File: config.mk
export PLATFORM = sky130hd
export DESIGN_NAME = ws2812_frame_tx
export DESIGN_NICKNAME = d
export VERILOG_FILES = /design/src/rtl/ws2812_frame_tx.sv
export SDC_FILE = /design/constraint.sdc
export NUM_CORES = 1
export LEC_CHECK = 0
export ABC_AREA = 1
export BUFFER_PORTS_ARGS = -buffer_cell sky130_fd_sc_hd__buf_2
export CAP_MARGIN = 20
export CORE_ASPECT_RATIO = 1.75
export CORE_UTILIZATION = 42
export DETAILED_ROUTE_END_ITERATION = 16
export PLACE_DENSITY = 0.69
export SYNTH_ARGS = -nofsm -noshare
export SYNTH_HDL_FRONTEND = slang
export SYNTH_SLANG_ARGS = --single-unit
File: constraint.sdc
create_clock -name clk -period 4.2 [get_ports clk]
set_clock_uncertainty 0.05 [all_clocks]
set_input_delay 0.42 -clock clk [delete_from_list [all_inputs] [get_ports clk]]
set_output_delay 0.42 -clock clk [all_outputs]
set_load 0.1 [all_outputs]
File: src/rtl/ws2812_frame_tx.sv
// ws2812_frame_tx: streams a frame of NUM_PIXELS WS2812 pixels, MSB first, with
// no gaps between pixels, then holds the line low for the latch period.
// Pixels arrive over valid/ready into a one-entry holding buffer so the next
// pixel can be fetched while the current one is being shifted out.
// Optional build macro WS2812_BLANK_ON_UNDERRUN_EN: a missing pixel is sent as
// all-zero bits and the frame runs to full length instead of truncating.
module ws2812_frame_tx #(
  parameter int BITS_PER_PIXEL = 24,
  parameter int NUM_PIXELS     = 64,
  parameter int T0H            = 16,
  parameter int T1H            = 32,
  parameter int T0L            = 34,
  parameter int T1L            = 18,
  parameter int TRESET         = 2000
) (
  input  logic                      clk,
  input  logic                      reset,
  input  logic                      start,
  input  logic [BITS_PER_PIXEL-1:0] pixel_data,
  input  logic                      pixel_valid,
  output logic                      pixel_ready,
  output logic                      datastream,
  output logic                      busy,
  output logic                      done,
  output logic                      underrun
);

  localparam int TM01 = (T0H > T1H) ? T0H : T1H;
  localparam int TM23 = (T0L > T1L) ? T0L : T1L;
  localparam int TM03 = (TM01 > TM23) ? TM01 : TM23;
  localparam int TMAX = (TM03 > TRESET) ? TM03 : TRESET;
  localparam int TW   = $clog2(TMAX) + 1;
  localparam int PW   = $clog2(NUM_PIXELS + 1);
  localparam int BW   = (BITS_PER_PIXEL > 1) ? $clog2(BITS_PER_PIXEL) : 1;

  localparam logic [PW-1:0] NPIX     = PW'(NUM_PIXELS);
  localparam logic [BW-1:0] LAST_BIT = BW'(BITS_PER_PIXEL - 1);

  typedef enum logic [2:0] {IDLE, FETCH, HIGH, LOW, LATCH} state_t;

  state_t                    state_q, state_d;
  logic [TW-1:0]             tmr_q, tmr_d;
  logic [BITS_PER_PIXEL-1:0] shreg_q, shreg_d;
  logic [BITS_PER_PIXEL-1:0] buf_q, buf_d;
  logic                      buf_full_q, buf_full_d;
  logic [BW-1:0]             bit_q, bit_d;
  logic [PW-1:0]             acc_q, acc_d;    // pixels accepted (or blanked) this frame
  logic [PW-1:0]             sent_q, sent_d;  // pixels loaded into the shift register
  logic                      busy_q, busy_d;
  logic                      done_q, done_d;
  logic                      und_q, und_d;
  logic                      ds_q, ds_d;
  logic                      hs;

  // Timer reload values are one less than the phase length: the phase ends on 0.
  function automatic logic [TW-1:0] high_len(input logic b);
    return b ? TW'(T1H - 1) : TW'(T0H - 1);
  endfunction

  function automatic logic [TW-1:0] low_len(input logic b);
    return b ? TW'(T1L - 1) : TW'(T0L - 1);
  endfunction

  assign pixel_ready = ~buf_full_q & busy_q & (acc_q < NPIX);
  assign hs          = pixel_valid & pixel_ready;
  assign datastream  = ds_q;
  assign busy        = busy_q;
  assign done        = done_q;
  assign underrun    = und_q;

  // Next-state logic: frame sequencing, bit timing and buffer management.
  always_comb begin
    state_d    = state_q;
    tmr_d      = tmr_q;
    shreg_d    = shreg_q;
    buf_d      = buf_q;
    buf_full_d = buf_full_q;
    bit_d      = bit_q;
    acc_d      = acc_q;
    sent_d     = sent_q;
    busy_d     = busy_q;
    done_d     = 1'b0;
    und_d      = 1'b0;

    // Outside FETCH an accepted pixel parks in the holding buffer. Ready was
    // derived from an empty buffer, so this never collides with a drain.
    if (hs) begin
      acc_d = acc_q + 1'b1;
      if (state_q != FETCH) begin
        buf_d      = pixel_data;
        buf_full_d = 1'b1;
      end
    end

    case (state_q)
      IDLE: begin
        if (start) begin
          state_d = FETCH;
          busy_d  = 1'b1;
          acc_d   = '0;
          sent_d  = '0;
        end
      end

      FETCH: begin
        // First pixel bypasses the buffer straight into the shift register.
        if (hs) begin
          shreg_d = pixel_data;
          bit_d   = '0;
          sent_d  = PW'(1);
          tmr_d   = high_len(pixel_data[BITS_PER_PIXEL-1]);
          state_d = HIGH;
        end
      end

      HIGH: begin
        if (tmr_q == '0) begin
          tmr_d   = low_len(shreg_q[BITS_PER_PIXEL-1]);
          state_d = LOW;
        end else begin
          tmr_d = tmr_q - 1'b1;
        end
      end

      LOW: begin
        if (tmr_q != '0) begin
          tmr_d = tmr_q - 1'b1;
        end else if (bit_q != LAST_BIT) begin
          shreg_d = shreg_q << 1;
          bit_d   = bit_q + 1'b1;
          tmr_d   = high_len(shreg_q[BITS_PER_PIXEL-2]);
          state_d = HIGH;
        end else if (sent_q < NPIX) begin
          if (buf_full_q) begin
            // Pixel boundary: reload from the buffer with no idle cycle.
            shreg_d    = buf_q;
            buf_full_d = 1'b0;
            bit_d      = '0;
            sent_d     = sent_q + 1'b1;
            tmr_d      = high_len(buf_q[BITS_PER_PIXEL-1]);
            state_d    = HIGH;
          end else begin
            und_d = 1'b1;
`ifdef WS2812_BLANK_ON_UNDERRUN_EN
            // Substitute a black pixel; it consumes a slot so the frame
            // still carries exactly NUM_PIXELS pixels.
            shreg_d = '0;
            bit_d   = '0;
            sent_d  = sent_q + 1'b1;
            acc_d   = acc_d + 1'b1;
            tmr_d   = high_len(1'b0);
            state_d = HIGH;
`else
            tmr_d   = TW'(TRESET - 1);
            state_d = LATCH;
`endif
          end
        end else begin
          tmr_d   = TW'(TRESET - 1);
          state_d = LATCH;
        end
      end

      LATCH: begin
        if (tmr_q == '0) begin
          done_d     = 1'b1;
          busy_d     = 1'b0;
          buf_full_d = 1'b0;  // drop any stray pixel pushed after the frame filled
          state_d    = IDLE;
        end else begin
          tmr_d = tmr_q - 1'b1;
        end
      end

      default: state_d = IDLE;
    endcase

    ds_d = (state_d == HIGH);
  end

  // State and datapath registers; reset aborts any frame in progress.
  always_ff @(posedge clk) begin
    if (reset) begin
      state_q    <= IDLE;
      tmr_q      <= '0;
      shreg_q    <= '0;
      buf_q      <= '0;
      buf_full_q <= 1'b0;
      bit_q      <= '0;
      acc_q      <= '0;
      sent_q     <= '0;
      busy_q     <= 1'b0;
      done_q     <= 1'b0;
      und_q      <= 1'b0;
      ds_q       <= 1'b0;
    end else begin
      state_q    <= state_d;
      tmr_q      <= tmr_d;
      shreg_q    <= shreg_d;
      buf_q      <= buf_d;
      buf_full_q <= buf_full_d;
      bit_q      <= bit_d;
      acc_q      <= acc_d;
      sent_q     <= sent_d;
      busy_q     <= busy_d;
      done_q     <= done_d;
      und_q      <= und_d;
      ds_q       <= ds_d;
    end
  end

endmodule

After elaboration in Yosys (flattened, before gate mapping) --
Cells that the tools add are included.
Cells by class: bitwise gates (word level) 7, $lt $le $gt $ge 2, reduce and logical (&&, ||, !) cells 14, divide/modulo/power cells 0, $add $sub $neg 4, $mul 0, shift operators 0, muxes and demuxes 56, equality and inequality tests 17
Operators with widths (count):
- 2-to-1 mux 24 bit | 5
- 2-to-1 mux 12 bit | 6
- 2-to-1 mux 7 bit | 9
- one-hot mux 12 bit (4 select lines) | 1
- one-hot mux 24 bit (2 select lines) | 1
- 2-to-1 mux 5 bit | 8
- 2-to-1 mux 3 bit | 8
- one-hot mux 7 bit (3 select lines) | 1
- inequality test 2 bit (second input constant) | 8
- one-hot mux 3 bit (5 select lines) | 1
- adder 7 x 1 -> 7 bit (second input constant) | 2
- < comparator 7 bit (second input constant) | 2
- zero test 12 bit | 1
- nonzero test 12 bit | 1
- subtractor 12 x 1 -> 12 bit (second input constant) | 1
- 2-to-1 mux 1 bit | 11
- 2-to-1 mux 11 bit | 1
- one-hot mux 5 bit (2 select lines) | 1
- == test 3 x 2 -> 1 bit (second input constant) | 3
- AND reduction 7 bit | 1
- 2-to-1 mux 6 bit | 1
- inequality test 3 bit (second input constant) | 2
- AND reduction 3 bit | 2
- adder 5 x 1 -> 5 bit (second input constant) | 1
- other kinds (15) | 22
Word-level totals: memory bits (read-only) 0, register bits after elaboration 87, memories 0, bits in latches 0, word-level logic and storage cells 112, bits in writable memories 0, output and inout bits 5, input port bits 28

Depth between registers and ports, before layout --
depth in word-level cells 10, gate-level depth with buffers 13, mapped depth without buffers 12

Worst setup path before layout --
Ideal clock, no wire load.
kind register to register, from register busy_q (netlist: busy), to register shreg_q[23], required time 4.018 ns, buffers on the path 2, setup time 0.132 ns, slack 0.977 ns, cell stages (with the launch flop) 12, arrival time 3.041 ns, clock period less this slack 3.223 ns, cell sequence dfxtp_1 nand2_1 nor2_2 nand2_1 nand2_1 nand2_2 inv_1 nand2_1 buf_4 buf_2 nand2_1 a21oi_1
Between the ends: longest elaborated chain between the ends 5
Ends and longest elaborated chain:
- start: declaration | RTL line 49 | logic busy_q, busy_d;
- start signal: assignment | RTL line 205 | busy_q <= busy_d;
- bitwise AND 1 bit (2 in a row) | RTL line 64 | assign pixel_ready = ~buf_full_q & busy_q & (acc_q < NPIX);
- via pixel_ready | RTL line 21 | output logic pixel_ready,
- bitwise AND 1 bit | RTL line 65 | assign hs = pixel_valid & pixel_ready;
- inequality test 2 bit (no source line)
- AND reduction 5 bit (no source line)
- end signal: assignment | RTL line 199 | shreg_q <= shreg_d;
- end: declaration | RTL line 43 | logic [BITS_PER_PIXEL-1:0] shreg_q, shreg_d;
The timed path passes the listed nets, and every way through them passes these cells. A chain may end at the register's enable or synchronous reset.

Worst setup path in the final report --
from register bit_q[0], to register shreg_q[5]
Between the ends: longest elaborated chain between the ends 4, elaborated cells between the ends (all ways) 7, those cells by class eq/ne (3); mux (3); reduce/logical (1)
Ends and longest elaborated chain:
- start: declaration | RTL line 46 | logic [BW-1:0] bit_q, bit_d;
- start signal: assignment | RTL line 202 | bit_q <= bit_d;
- inequality test 5 bit * | RTL line 128 | end else if (bit_q != LAST_BIT) begin
- 2-to-1 mux 24 bit | RTL line 128
- 2-to-1 mux 24 bit | RTL line 126 | if (tmr_q != '0) begin
- one-hot mux 24 bit (2 select lines) | RTL line 95 | case (state_q)
Every way passes the cells marked *; elsewhere a longest branch is shown, timed or not. The select of a mux whose other input is x is not followed.

==> metrics <==
synth top area cells dfxtp_1 40%, nand2_1 16%, nor2_1 7.8%; ant diodes 0; gr usage total 0.2026; HP Class input port to register; Setup crit start kind register; CTS Hold Bufs 0; Min Clock Period, post-route 2.694 ns; total iterations of the first detailed-routing run 5; post_cts resized 0; fillers 1059; most frequent CP cell nand2_1; crit-path max FO 29; Hold Path End buf_q[15]$_SDFFE_PP0P_; most frequent cells in the layout 181 x nand2_1, 91 x nor2_1, 87 x dfxtp_1, 64 x nand3_1, 49 x a21oi_1; Hold Startpoint pixel_data[15]; area of the die 10790 um^2; WHS Path Cells 3; gp weighted congestion 0.8623; most common flop cell mapped by yosys dfxtp_1; I/O Buffers 32; Slew @ Worst Pin 0.9719 ns; worst vdd rail ir drop 0.3771 mV; Logic pwr share 0.186; Worst path max stage delay 0.69 ns; max-slew violation count 0; worst slack, placed 1.541 ns; Synth Instances 654; post-synthesis area per instance 6.658 um^2; core area 9970 um^2; PwrDens 451.1 nW/um^2; vias in the first global route 4063; R2R cell count 10; Max transition margin 0.3513; H-tree depth 3; DR iter-0 viols 198; layout cells sized above 1 0.1121; max_cap viols 0; Flop pwr share 0.417; Syn-to-layout area delta 12.70%; setup TNS 0 ns; register area 1742 um^2; RR Startpoint bit_q[0]$_SDFFE_PP0P_; library cells used by synthesis 35; Setup crit end kind register; outcome completed; Worst Path Buf+Inv 1; Post-Syn Nets 687; critical path class register to register; Rows 48; worst r2r dst shreg_q[5]$_SDFFE_PP0P_; Yosys Warn Count 0; Leak Pwr 2.109 nW; HPWL after DPL 6.945 mm; CTS tree built; grt ovf 0; proportion of netlist area held by the largest area contributor 0.4000; nets@finish 706; final setup fails 0; Crit-path slowest cell nand2_1; Clock Pin Slew Worst Setup and Hold Paths 0.06 ns; post-synthesis sequential area ratio 0.4000; Clock Sinks 87; Sw Ratio 0.2918; commonest non-fill, non-tap cell in the layout nand2_1; asr flop ratio synth 0; WP data arrival 2.91 ns; Final ANT Viol Nets 0; antenna violations before repair 0; Hold Fails Final Rpt 0; area leader, netlist dfxtp_1; crit-path cells ha_1, nand2_1, nor3_2, buf_4, o21ai_1, nand2_1, nand2_1, nand2_1, nand2_1, a21oi_1; fmax 0.3712 GHz; I/O pin total 33; Reg2Reg Setup Slack 1.51 ns; worst-skew pair later-pin latency 0.34 ns; routed len/inst 12.64 um; Tcrit/Tclk final 0.6414; Psw 0.0006459 W; clock root buffer master clkbuf_16; PnR worst setup slack 1.506 ns; final WL 10.15 mm; Worst Path Required 4.41 ns; Post-Synthesis Cell Area 4354 um^2; Via-to-Cell Ratio 5.222; area of the multi-input gates 2307 um^2; Max clock buf depth 2; clock power share 0.397; die height 136.7 um; largest net degree at the start of global routing 47; vias 4193; Initial Util 0.4367; internal power 0.001568 W; drt drc 0; first-pass GRT wire length 17.44 mm; RSZ-0062 raised after global routing false; setup bufs post-CTS 0; Yosys reg bits 87; EDFF count, synth 0; Die Wd 78.97 um; total CTS buffers 9; cell family with most CP delay simple AND/OR/NAND/NOR gates
==> cells by family after synthesis <==
logic type / after synthesis / share of synthesized area
and+or+nand+nor: 377 / 0.3739
xor gates and xnor gates: 11 / 0.02213
adders and majority gates: 5 / 0.01437
buffers and inverters: 73 / 0.07011
DFF: 87 / 0.4000
AOI/OAI and AO/OA: 101 / 0.1195
==> power by group through the flow <==
stage / registers [W] / clock network (W) / logic [W]
5_1_grt: 0.000930 / 0.000934 / 0.000467
4_1_cts: 0.000923 / 0.000892 / 0.000415
2_1_floorplan: 0.000942 / 0 / 0.000322
3_3_place_gp: 0.000939 / 0 / 0.000405
6_report: 0.000923 / 0.000878 / 0.000412
3_5_place_dp: 0.000940 / 0 / 0.000413
==> worst min-delay path, delay by kind of cell <==
| kind | cells | cell delay (ns) |
|---|---|---|
| and+or+nand+nor | 2 | 0.12 |
| buffers and inverters | 1 | 0.08 |
==> per-stage QoR <==
step / hold WS [ns] / area (um^2) / utilization / instances / power, W
5_1_grt: 0.2697 / 4907 / 0.4922 / 803 / 0.002331
3_5_place_dp: 0.4080 / 4576 / 0.4590 / 787 / 0.001354
2_1_floorplan: 0.3867 / 4354 / - / 654 / 0.001264
3_3_place_gp: 0.4027 / 4576 / 0.4590 / 787 / 0.001344
4_1_cts: 0.2663 / 4907 / 0.4922 / 803 / 0.002230
6_report: 0.2682 / 4907 / 0.4922 / 803 / 0.002214
==> registers in the layout, summed over array words and instances, names as in the netlist, 3 cells and up <==
signal,count
buf_q,24
state_q,3
bit_q,5
tmr_q,12
sent_q,7
acc_q,7
shreg_q,24
==> layout make-up <==
| type | count | share of cell area |
|---|---|---|
| Inverter | 42 | 0.03213 |
| Timing Repair Buffer | 39 | 0.04335 |
| Tap cell | 125 | 0.03187 |
| Sequential cell | 87 | 0.3549 |
| Clock buffer | 11 | 0.05150 |
| Multi-Input combinational cell | 494 | 0.4702 |
| Clock inverter | 5 | 0.01606 |
==> layer usage <==
metal,track usage,share of wire,up-vias
met5,0,0,-
met4,0.07879,0.015,0
met3,0.03333,0.029,9
met2,0.3989,0.55,73
met1,0.2055,0.41,1956
li1,-,-,2155
==> how the worst max path moves through the flow <==
stage / startpoint / endpoint / slack, ns / cells past startpoint
after floorplan: busy$_SDFFE_PP0P_ / shreg_q[23]$_SDFFE_PP0P_ / 0.98 / 11
after global placement: bit_q[0]$_SDFFE_PP0P_ / bit_q[4]$_SDFFE_PP0P_ / 1.67 / 10
after detailed placement: bit_q[0]$_SDFFE_PP0P_ / shreg_q[5]$_SDFFE_PP0P_ / 1.54 / 10
after CTS: bit_q[0]$_SDFFE_PP0P_ / shreg_q[8]$_SDFFE_PP0P_ / 1.51 / 10
after global routing: bit_q[0]$_SDFFE_PP0P_ / shreg_q[22]$_SDFFE_PP0P_ / 1.27 / 10
final: bit_q[0]$_SDFFE_PP0P_ / shreg_q[5]$_SDFFE_PP0P_ / 1.51 / 10
==> cells in the mapped netlist, types with 3 or more instances <==
library cell  number
nor3_1            10
nor2_1            91
nor2_4             3
buf_2              7
o21ai_0           45
nand2_2            3
a21oi_1           49
nand3_1           64
inv_1             36
xnor2_1            3
nor3b_1            4
nand2_1          181
inv_2              6
dfxtp_1           87
nand4_1            9
clkbuf_1          17
xor2_1             8
buf_1              3
ha_1               5
nor2_2             3
Note: power is estimated with default switching activity, not from simulation.
